**config.mk**
```make
export PLATFORM = sky130hd
export DESIGN_NAME = ajit_accelerator_regfile
export DESIGN_NICKNAME = d
export VERILOG_FILES = /design/src/rtl/ajit_accelerator_regfile.sv
export SDC_FILE = /design/constraint.sdc
export NUM_CORES = 1
export LEC_CHECK = 0
export BUFFER_PORTS_ARGS = -buffer_cell sky130_fd_sc_hd__buf_2
export CAP_MARGIN = 20
export CORE_MARGIN = 10
export CORE_UTILIZATION = 45
export CTS_BUF_LIST = sky130_fd_sc_hd__clkbuf_8
export CTS_CLUSTER_DIAMETER = 30
export DETAILED_ROUTE_END_ITERATION = 7
export GPL_TIMING_DRIVEN = 1
export MAX_ROUTING_LAYER = met4
export PLACE_DENSITY_LB_ADDON = 0.25
export SLEW_MARGIN = 30
export SYNTH_ARGS = -nofsm -noshare
export SYNTH_HDL_FRONTEND = slang
export SYNTH_SLANG_ARGS = --single-unit
```
**constraint.sdc**
```tcl
create_clock -name clk -period 3.1 [get_ports clk]
set_input_delay 0 -clock clk [delete_from_list [all_inputs] [get_ports clk]]
set_output_delay 0 -clock clk [all_outputs]
set_load 0.02 [all_outputs]
```
**src/rtl/ajit_accelerator_regfile.sv**
```systemverilog
`default_nettype none
// ============================================================================
// Module      : ajit_accelerator_regfile
// Description : AFB register-file accelerator slave for the AJIT core.
//               Accepts 74-bit AFB requests and performs byte-masked register
//               writes or register reads, with address range and alignment
//               checking. Returns a 33-bit {error, data} response. Raises
//               ACCELERATOR_INTERRUPT through a CONTROL/DOORBELL pair. The ACB
//               memory ports are present for drop-in compatibility and held
//               idle.
//
// Parameters  : NUM_REGS  - number of 32-bit registers (power of two, 4..64)
//               BASE_ADDR - block base address, aligned to NUM_REGS*4
//
// Ports       : clk, reset                       - clock, sync active-high reset
//               AFB_ACCELERATOR_REQUEST_pipe_*   - request pipe (req/ack/74b data)
//                   data: [73] lock (ignored), [72] 1=read/0=write,
//                         [71:68] byte mask, [67:32] address, [31:0] wdata
//               AFB_ACCELERATOR_RESPONSE_pipe_*  - response pipe (req/ack/33b data)
//                   data: [32] error, [31:0] read data
//               ACB_ACCELERATOR_MEM_*            - memory ports, held idle
//               ACCELERATOR_INTERRUPT            - irq_enable & irq_pending
//
// Register map: 0          CONTROL  bit0 irq_enable (RW),
//                                   bit1 irq_pending (R, write-1-to-clear)
//               NUM_REGS-1 DOORBELL RW; any nonzero-mask write sets pending
//               others     plain RW
//
// Build option: AJIT_ACC_ACCESS_COUNTER_EN - when defined, reg 1 becomes a
//               read-only saturating count of response handshakes.
//
// Revision    : 1.0 - initial release
// ============================================================================
module ajit_accelerator_regfile #(
  parameter int          NUM_REGS  = 16,
  parameter logic [35:0] BASE_ADDR = 36'h0
) (
  input  logic          clk,
  input  logic          reset,

  input  logic          AFB_ACCELERATOR_REQUEST_pipe_write_req,
  output logic          AFB_ACCELERATOR_REQUEST_pipe_write_ack,
  input  logic [73:0]   AFB_ACCELERATOR_REQUEST_pipe_write_data,

  output logic [32:0]   AFB_ACCELERATOR_RESPONSE_pipe_read_data,
  input  logic          AFB_ACCELERATOR_RESPONSE_pipe_read_req,
  output logic          AFB_ACCELERATOR_RESPONSE_pipe_read_ack,

  output logic [109:0]  ACB_ACCELERATOR_MEM_REQUEST_pipe_read_data,
  input  logic          ACB_ACCELERATOR_MEM_REQUEST_pipe_read_req,
  output logic          ACB_ACCELERATOR_MEM_REQUEST_pipe_read_ack,

  input  logic [64:0]   ACB_ACCELERATOR_MEM_RESPONSE_pipe_write_data,
  input  logic          ACB_ACCELERATOR_MEM_RESPONSE_pipe_write_req,
  output logic          ACB_ACCELERATOR_MEM_RESPONSE_pipe_write_ack,

  output logic          ACCELERATOR_INTERRUPT
);

  localparam int ADDR_W = $clog2(NUM_REGS);
  localparam logic [ADDR_W-1:0] c_control_idx  = '0;
  localparam logic [ADDR_W-1:0] c_doorbell_idx = ADDR_W'(NUM_REGS - 1);
`ifdef AJIT_ACC_ACCESS_COUNTER_EN
  localparam logic [ADDR_W-1:0] c_counter_idx  = ADDR_W'(1);
`endif

  typedef enum logic [1:0] {
    ST_IDLE = 2'd0,
    ST_EXEC = 2'd1,
    ST_RESP = 2'd2
  } state_t;

  state_t        r_state;
  state_t        w_next_state;

  logic [73:0]   r_req_word;
  logic [32:0]   r_resp_data;
  logic [31:0]   r_regs [NUM_REGS];
  logic          r_irq_enable;
  logic          r_irq_pending;
  logic          r_irq;

  logic          w_req_hs;
  logic          w_resp_hs;
  logic          w_is_read;
  logic [3:0]    w_mask;
  logic [35:0]   w_addr;
  logic [31:0]   w_wdata;
  logic [ADDR_W-1:0] w_index;
  logic          w_addr_err;
  logic          w_exec;
  logic          w_do_write;
  logic          w_plain_write;
  logic [31:0]   w_rdata;
  logic          w_irq_enable_nxt;
  logic          w_irq_pending_nxt;

  // --------------------------------------------------------------------------
  // Handshakes and outputs
  // --------------------------------------------------------------------------
  // Request ack is gated by reset so it reads 0 throughout the reset window.
  assign AFB_ACCELERATOR_REQUEST_pipe_write_ack = (r_state == ST_IDLE) && !reset;
  assign AFB_ACCELERATOR_RESPONSE_pipe_read_ack = (r_state == ST_RESP);
  assign AFB_ACCELERATOR_RESPONSE_pipe_read_data = r_resp_data;
  assign ACCELERATOR_INTERRUPT = r_irq;

  assign ACB_ACCELERATOR_MEM_REQUEST_pipe_read_data  = '0;
  assign ACB_ACCELERATOR_MEM_REQUEST_pipe_read_ack   = 1'b0;
  assign ACB_ACCELERATOR_MEM_RESPONSE_pipe_write_ack = 1'b0;

  // Inputs this generation deliberately ignores.
  logic w_unused_ok;
  assign w_unused_ok = ^{r_req_word[73],
                         ACB_ACCELERATOR_MEM_REQUEST_pipe_read_req,
                         ACB_ACCELERATOR_MEM_RESPONSE_pipe_write_data,
                         ACB_ACCELERATOR_MEM_RESPONSE_pipe_write_req};

  assign w_req_hs  = AFB_ACCELERATOR_REQUEST_pipe_write_req &&
                     AFB_ACCELERATOR_REQUEST_pipe_write_ack;
  assign w_resp_hs = AFB_ACCELERATOR_RESPONSE_pipe_read_req &&
                     AFB_ACCELERATOR_RESPONSE_pipe_read_ack;

  // --------------------------------------------------------------------------
  // FSM
  // --------------------------------------------------------------------------
  always_ff @(posedge clk) begin
    if (reset) r_state <= ST_IDLE;
    else       r_state <= w_next_state;
  end

  always_comb begin
    w_next_state = r_state;
    case (r_state)
      ST_IDLE: if (w_req_hs)  w_next_state = ST_EXEC;
      ST_EXEC:                w_next_state = ST_RESP;
      ST_RESP: if (w_resp_hs) w_next_state = ST_IDLE;
      default:                w_next_state = ST_IDLE;
    endcase
  end

  // --------------------------------------------------------------------------
  // Request latch and decode
  // --------------------------------------------------------------------------
  always_ff @(posedge clk) begin
    if (reset)         r_req_word <= '0;
    else if (w_req_hs) r_req_word <= AFB_ACCELERATOR_REQUEST_pipe_write_data;
  end

  assign w_is_read  = r_req_word[72];
  assign w_mask     = r_req_word[71:68];
  assign w_addr     = r_req_word[67:32];
  assign w_wdata    = r_req_word[31:0];
  assign w_index    = w_addr[ADDR_W+1:2];
  assign w_addr_err = (w_addr[35:ADDR_W+2] != BASE_ADDR[35:ADDR_W+2]) ||
                      (w_addr[1:0] != 2'b00);
  assign w_exec     = (r_state == ST_EXEC);
  assign w_do_write = w_exec && !w_is_read && !w_addr_err;

  // CONTROL lives in dedicated flops and the counter (when built) shadows
  // reg 1, so neither is written through the array.
`ifdef AJIT_ACC_ACCESS_COUNTER_EN
  assign w_plain_write = w_do_write && (w_index != c_control_idx) &&
                         (w_index != c_counter_idx);
`else
  assign w_plain_write = w_do_write && (w_index != c_control_idx);
`endif

`ifdef AJIT_ACC_ACCESS_COUNTER_EN
  logic [31:0] r_access_count;

  // Counts every completed response, errors included; saturates at all-ones.
  always_ff @(posedge clk) begin
    if (reset)
      r_access_count <= '0;
    else if (w_resp_hs && (r_access_count != 32'hFFFF_FFFF))
      r_access_count <= r_access_count + 32'd1;
  end
`endif

  // Read mux uses current register values, i.e. before this EXEC's update.
  always_comb begin
    w_rdata = r_regs[w_index];
    if (w_index == c_control_idx)
      w_rdata = {30'd0, r_irq_pending, r_irq_enable};
`ifdef AJIT_ACC_ACCESS_COUNTER_EN
    else if (w_index == c_counter_idx)
      w_rdata = r_access_count;
`endif
  end

  // --------------------------------------------------------------------------
  // Register storage
  // --------------------------------------------------------------------------
  always_ff @(posedge clk) begin
    if (reset) begin
      for (int i = 0; i < NUM_REGS; i++) r_regs[i] <= '0;
    end else if (w_plain_write) begin
      for (int b = 0; b < 4; b++) begin
        if (w_mask[b]) r_regs[w_index][8*b +: 8] <= w_wdata[8*b +: 8];
      end
    end
  end

  // --------------------------------------------------------------------------
  // Interrupt control. Pending clear (CONTROL) and set (DOORBELL) target
  // different indices, so they never collide in one EXEC cycle.
  // --------------------------------------------------------------------------
  always_comb begin
    w_irq_enable_nxt  = r_irq_enable;
    w_irq_pending_nxt = r_irq_pending;
    if (w_do_write && (w_index == c_control_idx) && w_mask[0]) begin
      w_irq_enable_nxt = w_wdata[0];
      if (w_wdata[1]) w_irq_pending_nxt = 1'b0;
    end
    if (w_do_write && (w_index == c_doorbell_idx) && (w_mask != 4'h0))
      w_irq_pending_nxt = 1'b1;
  end

  always_ff @(posedge clk) begin
    if (reset) begin
      r_irq_enable  <= 1'b0;
      r_irq_pending <= 1'b0;
      r_irq         <= 1'b0;
    end else begin
      r_irq_enable  <= w_irq_enable_nxt;
      r_irq_pending <= w_irq_pending_nxt;
      r_irq         <= w_irq_enable_nxt & w_irq_pending_nxt;
    end
  end

  // --------------------------------------------------------------------------
  // Response register, loaded in EXEC and held until the response handshake.
  // --------------------------------------------------------------------------
  always_ff @(posedge clk) begin
    if (reset)
      r_resp_data <= '0;
    else if (w_exec) begin
      if (w_addr_err)     r_resp_data <= {1'b1, 32'h0};
      else if (w_is_read) r_resp_data <= {1'b0, w_rdata};
      else                r_resp_data <= {1'b0, 32'h0};
    end
  end

endmodule
`default_nettype wire

```
== Word-level counts from Yosys, hierarchy flattened ==
Memory sizes are Yosys's and may differ from the RTL's. A register that Yosys moved wholly into a read port is not among the register bits.
Index checks and enable logic that the tools add are counted.

* Bits in writable memories: 512
* Logic and storage cells: 68
* Input bits: 145
* Memories kept: 1
* Bits in registers: 111
* Output and inout port bits: 148

* Equality and inequality tests: 5
* Mux-type cells: 33
* Reductions and logical operators: 22
* Bitwise operators: 1

{| class="wikitable"
|+ Memory list
! memory !! words !! bits a word !! rd ports !! clocked after Yosys merged registers in !! write ports !! RTL line !! text
|-
| r_regs || 16 || 32 || 1 || 1 || 16 || 78 || <nowiki>logic [31:0] r_regs [NUM_REGS];</nowiki>
|}

{| class="wikitable"
|+ Operator list
! kind !! number
|-
| 2-to-1 mux 32 bit || 3
|-
| 2-to-1 mux 33 bit || 1
|-
| OR reduction 32 bit || 1
|-
| nonzero test 30 bit || 1
|-
| 2-to-1 mux 1 bit || 22
|-
| 2-to-1 mux 4 bit || 4
|-
| logical AND 1 bit || 10
|-
| nonzero test 4 bit || 2
|-
| one-hot mux 2 bit (3 select lines) || 1
|-
| == test 4 bit, second input constant || 1
|-
| logical NOT 4 bit || 1
|-
| 2-to-1 mux 2 bit || 2
|-
| logical NOT 1 bit || 3
|-
| == test 2 x 1 -> 1 bit, second input constant || 1
|-
| == test 2 bit, second input constant || 1
|-
| logical NOT 2 bit || 1
|-
| != test 2 x 1 -> 1 bit, second input constant || 1
|-
| != test 2 bit, second input constant || 1
|-
| AND reduction 2 bit || 1
|-
| nonzero test 2 bit || 1
|-
| bitwise AND 1 bit || 1
|-
| logical OR 1 bit || 1
|}

== Logic depth before layout (Yosys ltp) ==
* Word-level depth: 10
* Mapped depth: 9
* Depth with buffers taken out: 5

== Least setup slack after synthesis ==
Ideal clock, no wire load.

* Path type: register to register
* From: register r_req_word[32]
* To: memory r_regs[10][16], enable pin
* Path buffers: 3
* Setup slack: 0.875 ns
* Required time: 2.774 ns
* Clock period less this slack: 2.225 ns
* Arrival: 1.899 ns
* Setup time: 0.326 ns
* Stages on the path, launching flop included: 9
* Cell sequence: dfxtp_1 nor4_2 nand4_2 nor3_4 and4b_1 buf_4 buf_8 buf_6 a21o_1

{| class="wikitable"
|+ RTL lines
! what !! RTL line !! text
|-
| start, declared || 76 || <nowiki>logic [73:0] r_req_word;</nowiki>
|-
| start signal, assigned || 146 || <nowiki>else if (w_req_hs) r_req_word <= AFB_ACCELERATOR_REQUEST_pipe_write_data;</nowiki>
|-
| end, declared || 78 ||
|}

== Final worst setup path ==
* From: register r_state[0]
* To: register r_req_word[29]

* Longest elaborated chain between the ends: 3

{| class="wikitable"
|+ Ends and longest elaborated chain
! what !! RTL line !! text
|-
| start, declared || 73 || <nowiki>state_t r_state;</nowiki>
|-
| start signal, assigned || 128 || <nowiki>else r_state <= w_next_state;</nowiki>
|-
| logical NOT 2 bit || 102 || <nowiki>assign AFB_ACCELERATOR_REQUEST_pipe_write_ack = (r_state == ST_IDLE) && !reset;</nowiki>
|-
| logical AND 1 bit || 102 ||
|-
| logical AND 1 bit || 118 || <nowiki>assign w_req_hs = AFB_ACCELERATOR_REQUEST_pipe_write_req &&</nowiki>
|}

Every way passes these cells.
A chain may end at the register's enable or synchronous reset.

==> metrics <==
status=complete, no violations; vias in the first global route=20046; Yosys warning count=0; DP HPWL=48.25 mm; Clock Sinks=about 630; Netlist cell types=40; CTS HTree Levels=4; Die Area=~74000 um^2; Boundary Pins=between 200 and 300; gr usage total=0.2192; final setup vio count=0; initial detailed-routing violation count=between 1500 and 2000; synthesis-stage register bit count=627; largest net degree at the start of global routing=99; Hold/Removal Path Class=in2reg; Wirelength per Cell=roughly 23 um; fill count=~5000; DRC Markers=0; Site Rows=between 90 and 100; synthesized cell area=around 29000 um^2; commonest non-fill, non-tap cell in the layout=edfxtp_1; EDFF count, synth=roughly 510; most frequent cells in the layout=edfxtp_1 (512), and3_1 (481), dlygate4sd3_1 (232); period utilisation layout=0.9294; CTS Buf Count=131; Worst-Skew Late Latency=between 700 and 800 ps; Avg Cell Area, Syn=13.44 um^2; pins over their slew limit=0; initial antenna violation count=4; Worst-Margin Slew=~880 ps; drt via density=roughly 5.6; WP data arrival=3590 ps; WL final=~80 mm; Final nets=around 2600; GRT overflow=0; TNS Setup=0 ps; Primary FF master, synth=edfxtp_1; chip height=approximately 270 um; CP Class=reg2reg; Synth Instances=between 2000 and 2500; f_max=347.1 MHz; first-pass GRT wire length=around 120 mm; sequential share of the synthesized area=0.6173; async set-reset flop share out of synthesis=0; clk_skew=35.54 ps; post-CTS setup buffer count=0; Max clock buf depth=3; CP endpoint kind=register; crit-path max FO=33; unrepaired setup endpoints after global routing=no; 1st-pass router iterations=7; Initial Util=0.4540; crit path time final=slightly below 3000 ps; CP Launch Type=register; DRT antenna net count=0; die width=272.3 um; Power Dens Cells=about 580 nW/um^2; CTS tree=done; CP required=around 3800 ps; Relative slew margins=0.4086; Root Driver=clkbuf_8; CTS clk-pin slew, worst paths=~60 ps; layout overhead on the synthesized area=21.33%; peak supply drop=between 300 and 400 uV; max cap viols=0; routability cong.=around 0.8; PortBufs=112; via count=~19000; dpl cell area=29630 um^2; share of layout cells above drive strength 1=0.2047; CORE AREA=63080 um^2; leakage power=14.90 nW; post-layout instance area=between 30000 and 40000 um^2; final hold viol count=0
stage by stage:
stage / hold WS, ps / power [W] / setup WS [ps] / utilization / instances
final: 88.07 / 0.02029 / 218.8 / 0.5508 / 3443
after global routing: 53.78 / 0.02098 / 82.48 / 0.5508 / 3443
after CTS: 3.225 / 0.02031 / 329.9 / 0.5507 / 3440
after detailed placement: 210.8 / 0.01102 / 347.8 / 0.4697 / 2971
after global placement: 213.2 / 0.01098 / 393.7 / 0.4697 / 2971
after floorplan: 86.83 / 0.01063 / 875.0 / - / 2273
sequential cells by signal, indices dropped and copies added, names as in the netlist, named ones only:
register	count
AFB_ACCELERATOR_RESPONSE_pipe_read_data	33
r_req_word	73
r_regs	512
r_irq_pending	1
ACCELERATOR_INTERRUPT	1
r_irq_enable	1
r_state	2
where the power goes:
group,switching (W),total [W],internal [W]
combinational,0.000881,0.00151,0.000627
clock,0.00382,0.00916,0.00534
sequential,0.000234,0.00962,0.00939
layout make-up:
cell class / instances / area (um^2) / share of cell area
Antenna cell: 3 / 7.507 / 0.0002161
Clock inverter: 93 / 803.3 / 0.02312
Clock buffer: 144 / 1982 / 0.05704
Tap cell: 846 / 1059 / 0.03046
Multi-Input combinational cell: 1306 / 9544 / 0.2747
Sequential cell: 627 / 17690 / 0.5091
Timing Repair Buffer: 423 / 3657 / 0.1053
Inverter: 1 / 3.754 / 0.0001080
critical path: stages (launching register included):
cell and delay (ps):
dfxtp_1 340, nor3_1 310, nand2_2 110, inv_2 560, nand2_1 130, dlygate4sd3_1 600
a21oi_1 180, dlygate4sd3_1 570
layer usage:
metal,routed length [um],GRT usage,vias up
met4,1770,0.06637,0
li1,-,-,8558
met3,6869,0.05906,134
met5,0,-,-
met2,39150,0.3466,875
met1,32200,0.2729,9561
logic make-up after synthesis:
logic type	synth area share
compound gates	0.05374
buf+inv	0.07056
flops	0.6173
mux	0.1110
other cells	0.0001309
simple gates	0.1473
Yosys cell counts (all sizes together), types with 3 or more instances:
library cell	instances	area, um^2
edfxtp	512	15370
and3	481	3009
clkbuf	171	679.4
buf	168	1338
nand2	163	611.8
dfxtp	115	2302
mux4	106	2387
a21oi	88	440.4
mux2i	79	790.8
a21o	60	450.4
nor2	27	101.4
a22oi	24	180.2
nor2b	22	137.6
a211oi	20	150.1
a22o	18	157.7
a31oi	12	75.07
nor4	12	115.1
o21ai	12	60.06
nor3	11	66.32
nand2b	8	50.05
nand3b	5	37.54
and4b	4	40.04
nand3	3	15.01
worst paths after layout:
check | start | endpoint | slack [ps] | cells past startpoint
worst max register to register | r_state[0]$_SDFFE_PP0P_ | r_req_word[29]$_SDFFE_PP0P_ | 220 | 7
worst max-delay path | r_state[0]$_SDFFE_PP0P_ | r_req_word[29]$_SDFFE_PP0P_ | 220 | 7
worst min register to register | AFB_ACCELERATOR_RESPONSE_pipe_read_data[24]$_SDFFE_PP0N_ | AFB_ACCELERATOR_RESPONSE_pipe_read_data[24]$_SDFFE_PP0N_ | 450 | 2
worst min-delay path | AFB_ACCELERATOR_REQUEST_pipe_write_data[37] | register | 90 | 4
what timing repair did:
| action | CTS | global route |
|---|---|---|
| hold buffers | 232 | 0 |
| resized for setup | 0 | 0 |
| hold endpoints to repair | 143 | 0 |
Power figures use the tool's default switching activity.
